===== config.mk =====
export PLATFORM = sky130hd
export DESIGN_NAME = run_ctrl
export DESIGN_NICKNAME = d
export VERILOG_FILES = /design/src/rtl/run_ctrl.sv
export SDC_FILE = /design/constraint.sdc
export NUM_CORES = 1
export LEC_CHECK = 0
export ABC_AREA = 1
export BUFFER_PORTS_ARGS = -buffer_cell sky130_fd_sc_hd__buf_4
export CAP_MARGIN = 20
export CORE_UTILIZATION = 30
export DETAILED_ROUTE_END_ITERATION = 16
export SLEW_MARGIN = 20
export SYNTH_ARGS = -nofsm -noshare
export SYNTH_HDL_FRONTEND = slang
export SYNTH_SLANG_ARGS = --single-unit

===== constraint.sdc =====
create_clock -name Clk -period 1.6 [get_ports Clk]
set_clock_uncertainty 0.15 [all_clocks]
set_input_delay 0.08 -clock Clk [delete_from_list [all_inputs] [get_ports Clk]]
set_output_delay 0.08 -clock Clk [all_outputs]
set_load 0.03 [all_outputs]

===== src/rtl/run_ctrl.sv =====
`default_nettype none
// ============================================================================
// Module   : run_ctrl
// Purpose  : Start/Ack responder for the job handshake. Holds the core at its
//            initial state while Start is high, runs it once Start falls, and
//            acknowledges on halt or on cycle-budget exhaustion.
// Revision : 1.0 - initial release
// ============================================================================
module run_ctrl #(
  parameter int unsigned MAX_CYCLES = 100000,
  parameter int unsigned CW         = 32
) (
  input  logic          Clk,
  input  logic          Reset,
  input  logic          Start,
  input  logic          Halt,
  output logic          Ack,
  output logic          CoreInit,
  output logic          CoreRun,
  output logic          TimedOut,
  output logic [CW-1:0] CycleCount
);

  typedef enum logic [1:0] {
    IDLE  = 2'd0,
    ARMED = 2'd1,
    RUN   = 2'd2,
    DONE  = 2'd3
  } stateT;

  localparam logic [CW-1:0] LAST_COUNT = CW'(MAX_CYCLES - 1);
  localparam logic [CW-1:0] FULL_COUNT = CW'(MAX_CYCLES);

  stateT         state;
  logic [CW-1:0] countInc;

  assign countInc = CycleCount + CW'(1);

  // Core controls are pure decodes of the state register, so they glitch-free
  // follow state and respond to Reset without waiting for a clock edge.
  assign CoreInit = (state == IDLE) || (state == ARMED);
  assign CoreRun  = (state == RUN);

  always_ff @(posedge Clk or posedge Reset) begin
    if (Reset) begin
      state      <= IDLE;
      Ack        <= 1'b0;
      TimedOut   <= 1'b0;
      CycleCount <= '0;
    end else begin
      unique case (state)
        IDLE: begin
          if (Start) begin
            state      <= ARMED;
            TimedOut   <= 1'b0;
            CycleCount <= '0;
          end
        end

        ARMED: begin
          TimedOut   <= 1'b0;
          CycleCount <= '0;
          if (!Start) begin
            state <= RUN;
          end
        end

        RUN: begin
          // Abort beats halt, and halt beats the budget check on the same edge.
          if (Start) begin
            state      <= ARMED;
            TimedOut   <= 1'b0;
            CycleCount <= '0;
          end else if (Halt) begin
            state      <= DONE;
            Ack        <= 1'b1;
            TimedOut   <= 1'b0;
            CycleCount <= countInc;
          end else if (CycleCount == LAST_COUNT) begin
            state      <= DONE;
            Ack        <= 1'b1;
            TimedOut   <= 1'b1;
            CycleCount <= FULL_COUNT;
          end else begin
            CycleCount <= countInc;
          end
        end

        DONE: begin
          if (Start) begin
            state      <= ARMED;
            Ack        <= 1'b0;
            TimedOut   <= 1'b0;
            CycleCount <= '0;
          end
        end

        default: begin
          state <= IDLE;
          Ack   <= 1'b0;
        end
      endcase
    end
  end

endmodule
`default_nettype wire


==> results of run 1 <==
## layer usage
| layer | share of wire | track usage | up-vias |
|---|---|---|---|
| met5 | 0 | 0 | - |
| met4 | 0.021 | 0.06771 | 0 |
| li1 | - | - | 1373 |
| met3 | 0.040 | 0.02570 | 18 |
| met1 | 0.42 | 0.2390 | 1341 |
| met2 | 0.52 | 0.3402 | 85 |
## path summary, 6_finish.rpt
kind | start | endpoint | slack [ps] | cells after the start
hold reg to reg | Ack | Ack | 360 | 2
setup reg to reg | state[1] | CycleCount[23] | -180 | 10
setup / recovery | state[1] | CycleCount[23] | -180 | 10
hold / removal | Reset | state[1] | 300 | 4
max in group asynchronous | Reset | CycleCount[15] | 640 | 4
min in group Clk | Ack | Ack | 360 | 2
## stage by stage
step,total power (uW),std cells,worst slack (ps),area (um2)
floorplan,1826,341,-209.0,2481
global placement,2200,555,-244.0,3442
detailed placement,2215,555,-260.0,3442
CTS,3216,572,-163.4,3715
global route,3797,591,-271.9,4136
finish,3604,591,-176.3,4136
## cells in the final DEF, fill, tap and decap left out, types with 3 or more instances in the layout
cell type | synthesis | final
buf_4 | 1 | 125
nand2_1 | 82 | 71
nor2_1 | 60 | 38
inv_1 | 40 | 34
dfrtp_1 | 36 | 26
nor2_2 | 12 | 24
nand3_1 | 27 | 18
nand4_1 | 14 | 14
xor2_1 | 18 | 13
nand2_2 | 5 | 12
nor2_4 | 2 | 12
buf_6 | 0 | 12
dfrtp_2 | 0 | 10
nand3_2 | 2 | 9
clkbuf_8 | 0 | 6
nand2_4 | 2 | 5
inv_2 | 0 | 5
o21ai_1 | 0 | 5
xor2_2 | 0 | 5
nor3_1 | 4 | 4
o21ai_0 | 9 | 4
a21oi_1 | 4 | 3
clkinv_8 | 1 | 3
ha_4 | 0 | 3
dlygate4sd3_1 | 0 | 3
## state kept, by name, summed over array words and instances, names as in the netlist
name,flops
CycleCount,32
state,2
Ack,1
TimedOut,1
## power groups by stage
stage | logic, uW | registers, uW | clock network (uW)
global placement | 1200 | 1000 | 0
global route | 2040 | 998 | 760
finish | 1910 | 995 | 703
detailed placement | 1210 | 1010 | 0
floorplan | 766 | 1060 | 0
CTS | 1500 | 994 | 721
## timing repair
item,in CTS,in global routing
cloned,1,2
endpoints found under the hold margin,40,0
hold buffers,3,0
setup endpoints to repair,36,36
buffers inserted,5,19
resized for setup,25,75
pin swaps,14,50
## critical path: stages (launching register included)
cell        delay, ps
dfrtp_1           380
inv_2              70
ha_4              270
inv_4              40
nand2_4            70
buf_12            130
clkinvlp_4        110
nor2_1            100
nand2_1            90
xor2_1            180
nor2_1            110
## final cells by class
class	instances	area [um2]
fill	738	3671
timing repair inverter	3	41.29
clock buffer	8	90.09
timing repair buffer	142	1144
tap	102	127.6
inverter	42	176.4
sequential	36	913.4
multi-input combinational	258	1644
## logic make-up (layout without fill, tap and decap cells)
kind of cell             count (synthesis)  in the layout
multiplexers                             1              1
buffers and inverters                   47            195
flip-flops                              36             36
AO/OA/AOI/OAI                           17             17
AND/OR/NAND/NOR                        215            215
adder cells (fa/ha/maj)                  6              6
XOR/XNOR                                19             19
==> reports/results.tsv, run 1 <==
metric	value	unit
Synth Area in Adders	0.03079	
violated checks	setup timing	
clk slew on worst S/H paths	70	ps
ANT nets after route	0	
DRT Wirelength	8.302	mm
min cycle time layout	1776	ps
row count	32	
Syn Area/Cell	7.151	um2
Max FO, Critical Path	5	
CTS Root Cell	clkbuf_8	
Worst Hold Class	primary input to asynchronous set/reset pin	
GRT overflow	0	
clock sink total	36	
Fin. Hold Viols	0	
leak pwr	0.001905	uW
Post-synth ARST share	1.000	
post-layout util	0.5298	
Switching Fraction	0.4103	
slew margin rel.	0.6783	
die height	92.16	um
gpl congestion	0.9234	
synth top area cells	dfrtp_1, nand2_1, nor2_1	
total negative slack	-4435	ps
area share of and/or/nand/nor cells after synthesis	0.4028	
compound-cell area share of the yosys netlist	0.03746	
Final setup viols	35	
Reg power frac	0.276	
multiplexer area fraction after synthesis	0.004105	
Area growth syn-to-layout	69.63	%
Synth top area share	0.3694	
Slew Limit Fails	0	
Critical Path RT	1670	ps
most numerous cell in the Yosys netlist	nand2_1	
layout cell share with drive strength beyond 1	0.4990	
RSZ-0062 raised after global routing	true	
core area	7807	um2
slack of the critical path	-176.3	ps
outcome	finished with violations	
clock power share	0.195	
pin count of the biggest net entering global routing	37	
Synth Cell Area	2439	um2
TritonCTS Buffers	5	
first-pass GRT wire length	12.75	mm
placed wire-length estimate	5.742	mm
Crit. End Element	flop	
Die ar.	8493	um2
CP Launch Type	flop	
num ports	40	
vias per cell	4.766	
pwr/cell area	871.3	nW/um2
DRT Pass-1 Iters	4	
IO Port Bufs	39	
syn nets	351	
sw power	1479	uW
TritonCTS clock tree	done	
top cell type by total area after synthesis	dfrtp_1	
Initial Utilization	0.3123	
combinational power share	0.529	
Max Fclk	563.0	MHz
number of antenna violations at the first check in global routing	0	
Worst Tran Pin Value	482.6	ps
n_diodes	0	
Primary FF master, synth	dfrtp_1	
Yosys warnings	0	
crit path kind	flop to flop	
Post-synth top cells	nand2_1, nor2_1, inv_1, dfrtp_1, nand3_1	
Arrival @ worst endpoint	1850	ps
via count	2817	
Avg WL per Cell	14.05	um
fin crit share	1.110	
xor/xnor cell area share of the yosys netlist	0.06824	
# DRC	0	
vias in the first global route	2677	
sequential share of the synthesized area	0.3694	
MaxCap Viol Count	0	
internal cell power	2125	uW
Worst-Skew Late Latency	290	ps
H-tree levels	2	
CTS max path bufs	2	
First DRT Iteration DRCs	177	
nets	498	
largest family of logic cells by synthesized area	simple AND/OR/NAND/NOR gates	
Total GRT Usage	0.1927	
die outline width	92.16	um
Mapped Cells	341	
number of synthesized flops with an enable pin	0	
Worst Hold Slack	295.2	ps
#FFs+latches synth	36	
peak supply drop	0.5666	mV
Distinct cells, synth	30	
Note: power is estimated with default switching activity, not from simulation.
==> inputs of run 2 (changes only) <==
CORE_ASPECT_RATIO = 1.75   (was unset)
SKIP_LAST_GASP = 1   (was unset)
==> run 2 against run 1 <==
Effect of this change: the run still ends with setup timing left; core utilization down 1.1 points; largest cell class unchanged; setup slack improved by 20 ps; largest power group unchanged; sequential power barely moved; first-iteration DRC count increased by 38%; total power grew 7.2%; cell area fell by 0.82%; final cell count down 2.5%; register-to-register slack improved by 20 ps; die area rose by 0.17%; critical endpoint is now CycleCount[6]; clock-buffer cell count down 2; worst hold slack worse by 280 ps.
==> reports/results.tsv, run 2 (same netlist as run 1, synthesis figures left out) <==
metric	value	unit
H-tree levels	2	
slowest stage delay, CP	400	ps
Max Fclk	569.3	MHz
largest reg by FF count	CycleCount	
layout cell share with drive strength beyond 1	0.4794	
slack of the critical path	-156.6	ps
most frequent cells in the layout	buf_4, nand2_1, nor2_1	
Max FO, Critical Path	6	
n_diodes	0	
slowest CP cell	dfrtp_2	
GRT overflow	0	
Reg power frac	0.258	
First DRT Iteration DRCs	245	
num ports	40	
internal cell power	2247	uW
Initial Utilization	0.3083	
TritonCTS clock tree	done	
vias per cell	4.868	
clock sink total	36	
TritonCTS Buffers	5	
clock power share	0.268	
ANT nets after route	0	
combinational power share	0.474	
total negative slack	-3375	ps
leak pwr	0.001876	uW
min cycle time layout	1757	ps
crit path cell chain	ha_4, nand2_4, nor2_4, nand3_2, nor2_4, nand3_4, nand2_4, nand2_8, clkinv_8, nor2_4	
Critical Path RT	1630	ps
via count	2804	
Switching Fraction	0.4185	
Pwr Total	3864	uW
Worst Hold Class	primary input to flop	
DRT Pass-1 Iters	4	
violated checks	setup timing	
RSZ-0062 raised after global routing	true	
number of antenna violations at the first check in global routing	0	
pwr/cell area	941.7	nW/um2
Worst Tran Pin Value	512.4	ps
core area	7909	um2
outcome	finished with violations	
Final setup viols	32	
Crit. End Element	flop	
Arrival @ worst endpoint	1780	ps
MaxCap Viol Count	0	
IO Port Bufs	39	
Fin. Hold Viols	0	
fin crit share	1.098	
max FFs per register	32	
row count	43	
DP Cell Count	549	
sw power	1617	uW
DRT Wirelength	8.654	mm
CP Launch Type	flop	
Regs by FF count	CycleCount: 32 flops, state: 2 flops	
vias in the first global route	2860	
Area growth syn-to-layout	68.24	%
Worst-Skew Late Latency	290	ps
crit path buf inv count	1	
first-pass GRT wire length	13.83	mm
Total GRT Usage	0.2149	
peak supply drop	0.4931	mV
clk slew on worst S/H paths	60	ps
CTS max path bufs	2	
Avg WL per Cell	15.02	um
delay-heaviest family, CP	simple AND/OR/NAND/NOR gates	
Final Non-Filler Cells	576	
pin count of the biggest net entering global routing	37	
gpl congestion	0.9008	
Slew Limit Fails	0	
crit path kind	flop to flop	
# DRC	0	
most used cell, CP	nor2_4	
die outline width	70.16	um
Die ar.	8508	um2
die height	121.3	um
most common cell after layout, fill and taps aside	buf_4	
placed wire-length estimate	6.165	mm
slew margin rel.	0.6584	
CTS Root Cell	clkbuf_16	
pre-CTS WS	-240.8	ps
nets	495	
## run 2: changes by cell type in the layout (fill, tap and decap cells not counted), sizes merged
| cell | previous run | this run |
|---|---|---|
| inv | 41 | 40 |
| clkbuf | 8 | 6 |
| clkinvlp | 1 | 0 |
| clkinv | 3 | 7 |
| nand2 | 89 | 90 |
| buf | 139 | 136 |
| dlygate4sd3 | 3 | 2 |
## run 2: path summary, 6_finish.rpt
kind	start	to	slack, ps	cells after the start
worst max-delay path	CycleCount[0]	CycleCount[6]	-160	10
worst max register to register	CycleCount[0]	CycleCount[6]	-160	10
worst min register to register	Ack	Ack	360	2
max in group asynchronous	Reset	CycleCount[15]	590	4
min in group asynchronous	Reset	CycleCount[0]	320	4
worst min-delay path	Start	state[0]	10	4
## run 2: layout make-up
type / count / area [um2]
Multi-Input combinational cell: 259 / 1654
Clock inverter: 2 / 10.01
Fill cell: 736 / 3806
Clock buffer: 6 / 138.9
Timing Repair inverter: 3 / 41.29
Inverter: 42 / 172.7
Sequential cell: 36 / 913.4
Tap cell: 90 / 112.6
Timing Repair Buffer: 138 / 1060
## run 2: worst min-delay path: cells and delay by family
kind / cells / cell delay, ps
simple gates: 3 / 250
buf+inv: 1 / 90
## run 2: timing repair
action | CTS | global route
setup endpoints to repair | 36 | 37
endpoints found under the hold margin | 38 | 0
resized for setup | 52 | 29
cloned | 4 | 0
pin swaps | 27 | 26
setup buffers | 11 | 4
hold buffers | 2 | 0
## run 2: routing by layer
metal | GRT usage | vias to the layer above | wire (um)
met3 | 0.02824 | 26 | 250
met5 | 0 | - | 0
met2 | 0.4032 | 67 | 4929
met4 | 0.1375 | 0 | 370
li1 | - | 1365 | -
met1 | 0.2182 | 1346 | 3104
## run 2: power groups by stage
stage / Combinational (uW) / Sequential (uW) / Clock (uW)
4_1_cts: 1770 / 996 / 1060
6_report: 1830 / 997 / 1040
3_5_place_dp: 1260 / 1010 / 0
5_1_grt: 1970 / 1000 / 1080
3_3_place_gp: 1230 / 1010 / 0
2_1_floorplan: 766 / 1060 / 0
## run 2: through the flow
step	util	instance area [um2]	hold WS (ps)
2_1_floorplan	-	2481	96.44
3_3_place_gp	0.4390	3472	87.51
3_5_place_dp	0.4390	3472	92.37
4_1_cts	0.5007	3960	1.778
5_1_grt	0.5187	4103	77.08
6_report	0.5187	4103	13.62
==> inputs of run 3 (changes only) <==
clock period = 1.85 ns   (was 1.6 ns; I/O delays follow)
==> run 3 against run 2 <==
Effect of this change: the flow now finishes without violations; wire length decreased by 15%; first-iteration DRC count decreased by 47%; flip-flop and latch count unchanged; non-clock buffer count decreased by 62; sequential share of layout area increased by 4.9 points; clock power decreased by 21%; global-route usage decreased by 3.8 points; final cell count decreased by 11%; critical path type is now flop to output port; highest routed layer unchanged.
==> reports/results.tsv, run 3 (same netlist as run 1, synthesis figures left out) <==
metric	value	unit
gpl congestion	0.9503	
Min-Delay Startpoint	Start	
die outline width	70.16	um
Worst Hold Class	primary input to flop	
CP Launch Type	flop	
DRT Wirelength	7.340	mm
peak supply drop	0.3258	mV
hold depth	4	
TritonCTS clock tree	done	
DRT Pass-1 Iters	4	
layout cell share with drive strength beyond 1	0.2993	
leak pwr	0.001519	uW
DP Cell Count	492	
# DRC	0	
internal cell power	1783	uW
clk slew on worst S/H paths	50	ps
placed cell area	3019	um2
TritonCTS Buffers	5	
placed wire-length estimate	5.781	mm
slew margin rel.	0.6489	
CTS Root Cell	clkbuf_16	
First DRT Iteration DRCs	129	
crit path from	state[0]	
most frequent cells in the layout	nand2_1, buf_4, nor2_1	
WHS Endpoint	state[0]	
Area growth syn-to-layout	36.58	%
ANT nets after route	0	
Worst Reg-to-Reg Cells	8	
pre-CTS WS	28.41	ps
Avg WL per Cell	14.36	um
first-pass GRT wire length	11.66	mm
sw power	1073	uW
Initial Utilization	0.3083	
Max FO, Critical Path	4	
Critical Path RT	1610	ps
RSZ-0062 raised after global routing	true	
Worst-Skew Late Latency	290	ps
H-tree levels	2	
vias in the first global route	2489	
clock power share	0.289	
vias per cell	4.902	
Fin. Hold Viols	0	
Final setup viols	0	
Switching Fraction	0.3755	
min cycle time layout	1807	ps
nets	430	
largest reg by FF count	CycleCount	
pin count of the biggest net entering global routing	20	
flop-to-flop setup slack	60	ps
combinational power share	0.409	
Arrival @ worst endpoint	1560	ps
Crit. End Element	output port	
GRT overflow	0	
max FFs per register	32	
most common cell after layout, fill and taps aside	nand2_1	
Worst Tran Pin Value	526.1	ps
Die ar.	8508	um2
Final Non-Filler Cells	511	
Reg power frac	0.302	
outcome	complete, no violations	
slack of the critical path	43.22	ps
die height	121.3	um
pwr/cell area	857.4	nW/um2
n_diodes	0	
MaxCap Viol Count	0	
clock sink total	36	
reg2reg start	CycleCount[0]	
via count	2505	
worst reg2reg path endpoint	CycleCount[14]	
num ports	40	
core area	7909	um2
row count	43	
crit path kind	flop to output port	
Total GRT Usage	0.1773	
Max Fclk	553.5	MHz
fin crit share	0.9766	
Slew Limit Fails	0	
Final Cell Area	3331	um2
CTS max path bufs	2	
number of antenna violations at the first check in global routing	0	
Regs by FF count	CycleCount: 32 flops, state: 2 flops	
IO Port Bufs	39	
[run 3: cell types whose count changed in the layout (fill, tap and decap cells not counted), sizes merged]
cell and change:
clkbuf +1, buf -62, clkinvlp +1, nand2 -1, clkinv -4
[run 3: how the worst max path moves through the flow]
stage / cells after the start / end
6_report: 5 / CoreInit
5_1_grt: 11 / CycleCount[26]
4_1_cts: 9 / CycleCount[14]
3_5_place_dp: 9 / CycleCount[14]
3_3_place_gp: 10 / CycleCount[21]
2_1_floorplan: 11 / CycleCount[19]
[run 3: through the flow]
stage / hold WS (ps) / total power [uW] / util / TNS (ps)
5_1_grt: 36.60 / 2990 / 0.4211 / -254.9
3_5_place_dp: 26.88 / 1881 / 0.3817 / 0
6_report: 11.80 / 2856 / 0.4211 / 0
3_3_place_gp: 17.39 / 1872 / 0.3817 / 0
2_1_floorplan: 109.4 / 1553 / - / 0
4_1_cts: 14.21 / 2713 / 0.4017 / 0
[run 3: worst max-delay path, stage by stage (launching register included)]
cell and delay [ps]:
dfrtp_1 370, buf_4 130, buf_4 130, ha_1 200, or2_2 290, buf_4 170
[run 3: routing by layer]
layer	share of wire	track usage
met2	0.57	0.3444
met3	0.025	0.02243
met4	0.033	0.09500
met1	0.37	0.1782
met5	0	0
[run 3: power by group through the flow]
stage	Sequential (uW)	Combinational (uW)	Clock [uW]
detailed placement	873	1010	0
global placement	872	1000	0
CTS	860	1020	834
floorplan	917	636	0
global route	865	1270	857
finish	862	1170	825
[run 3: cell type report]
type | instances | area [um2]
clock buffers | 7 | 132.6
clock inverters | 1 | 5.005
fillers | 835 | 4578
inverters | 42 | 173.9
multi-input cells | 258 | 1409
flip-flops and latches | 36 | 905.9
well taps | 90 | 112.6
repair buffers | 76 | 575.6
repair inverters | 1 | 16.27
[run 3: repair_timing]
action / CTS / global route
hold endpoints to repair: 13 / 0
setup endpoints to repair: 0 / 21
hold buffers: 2 / 0
resized for setup: 0 / 25
buffers inserted: 0 / 8
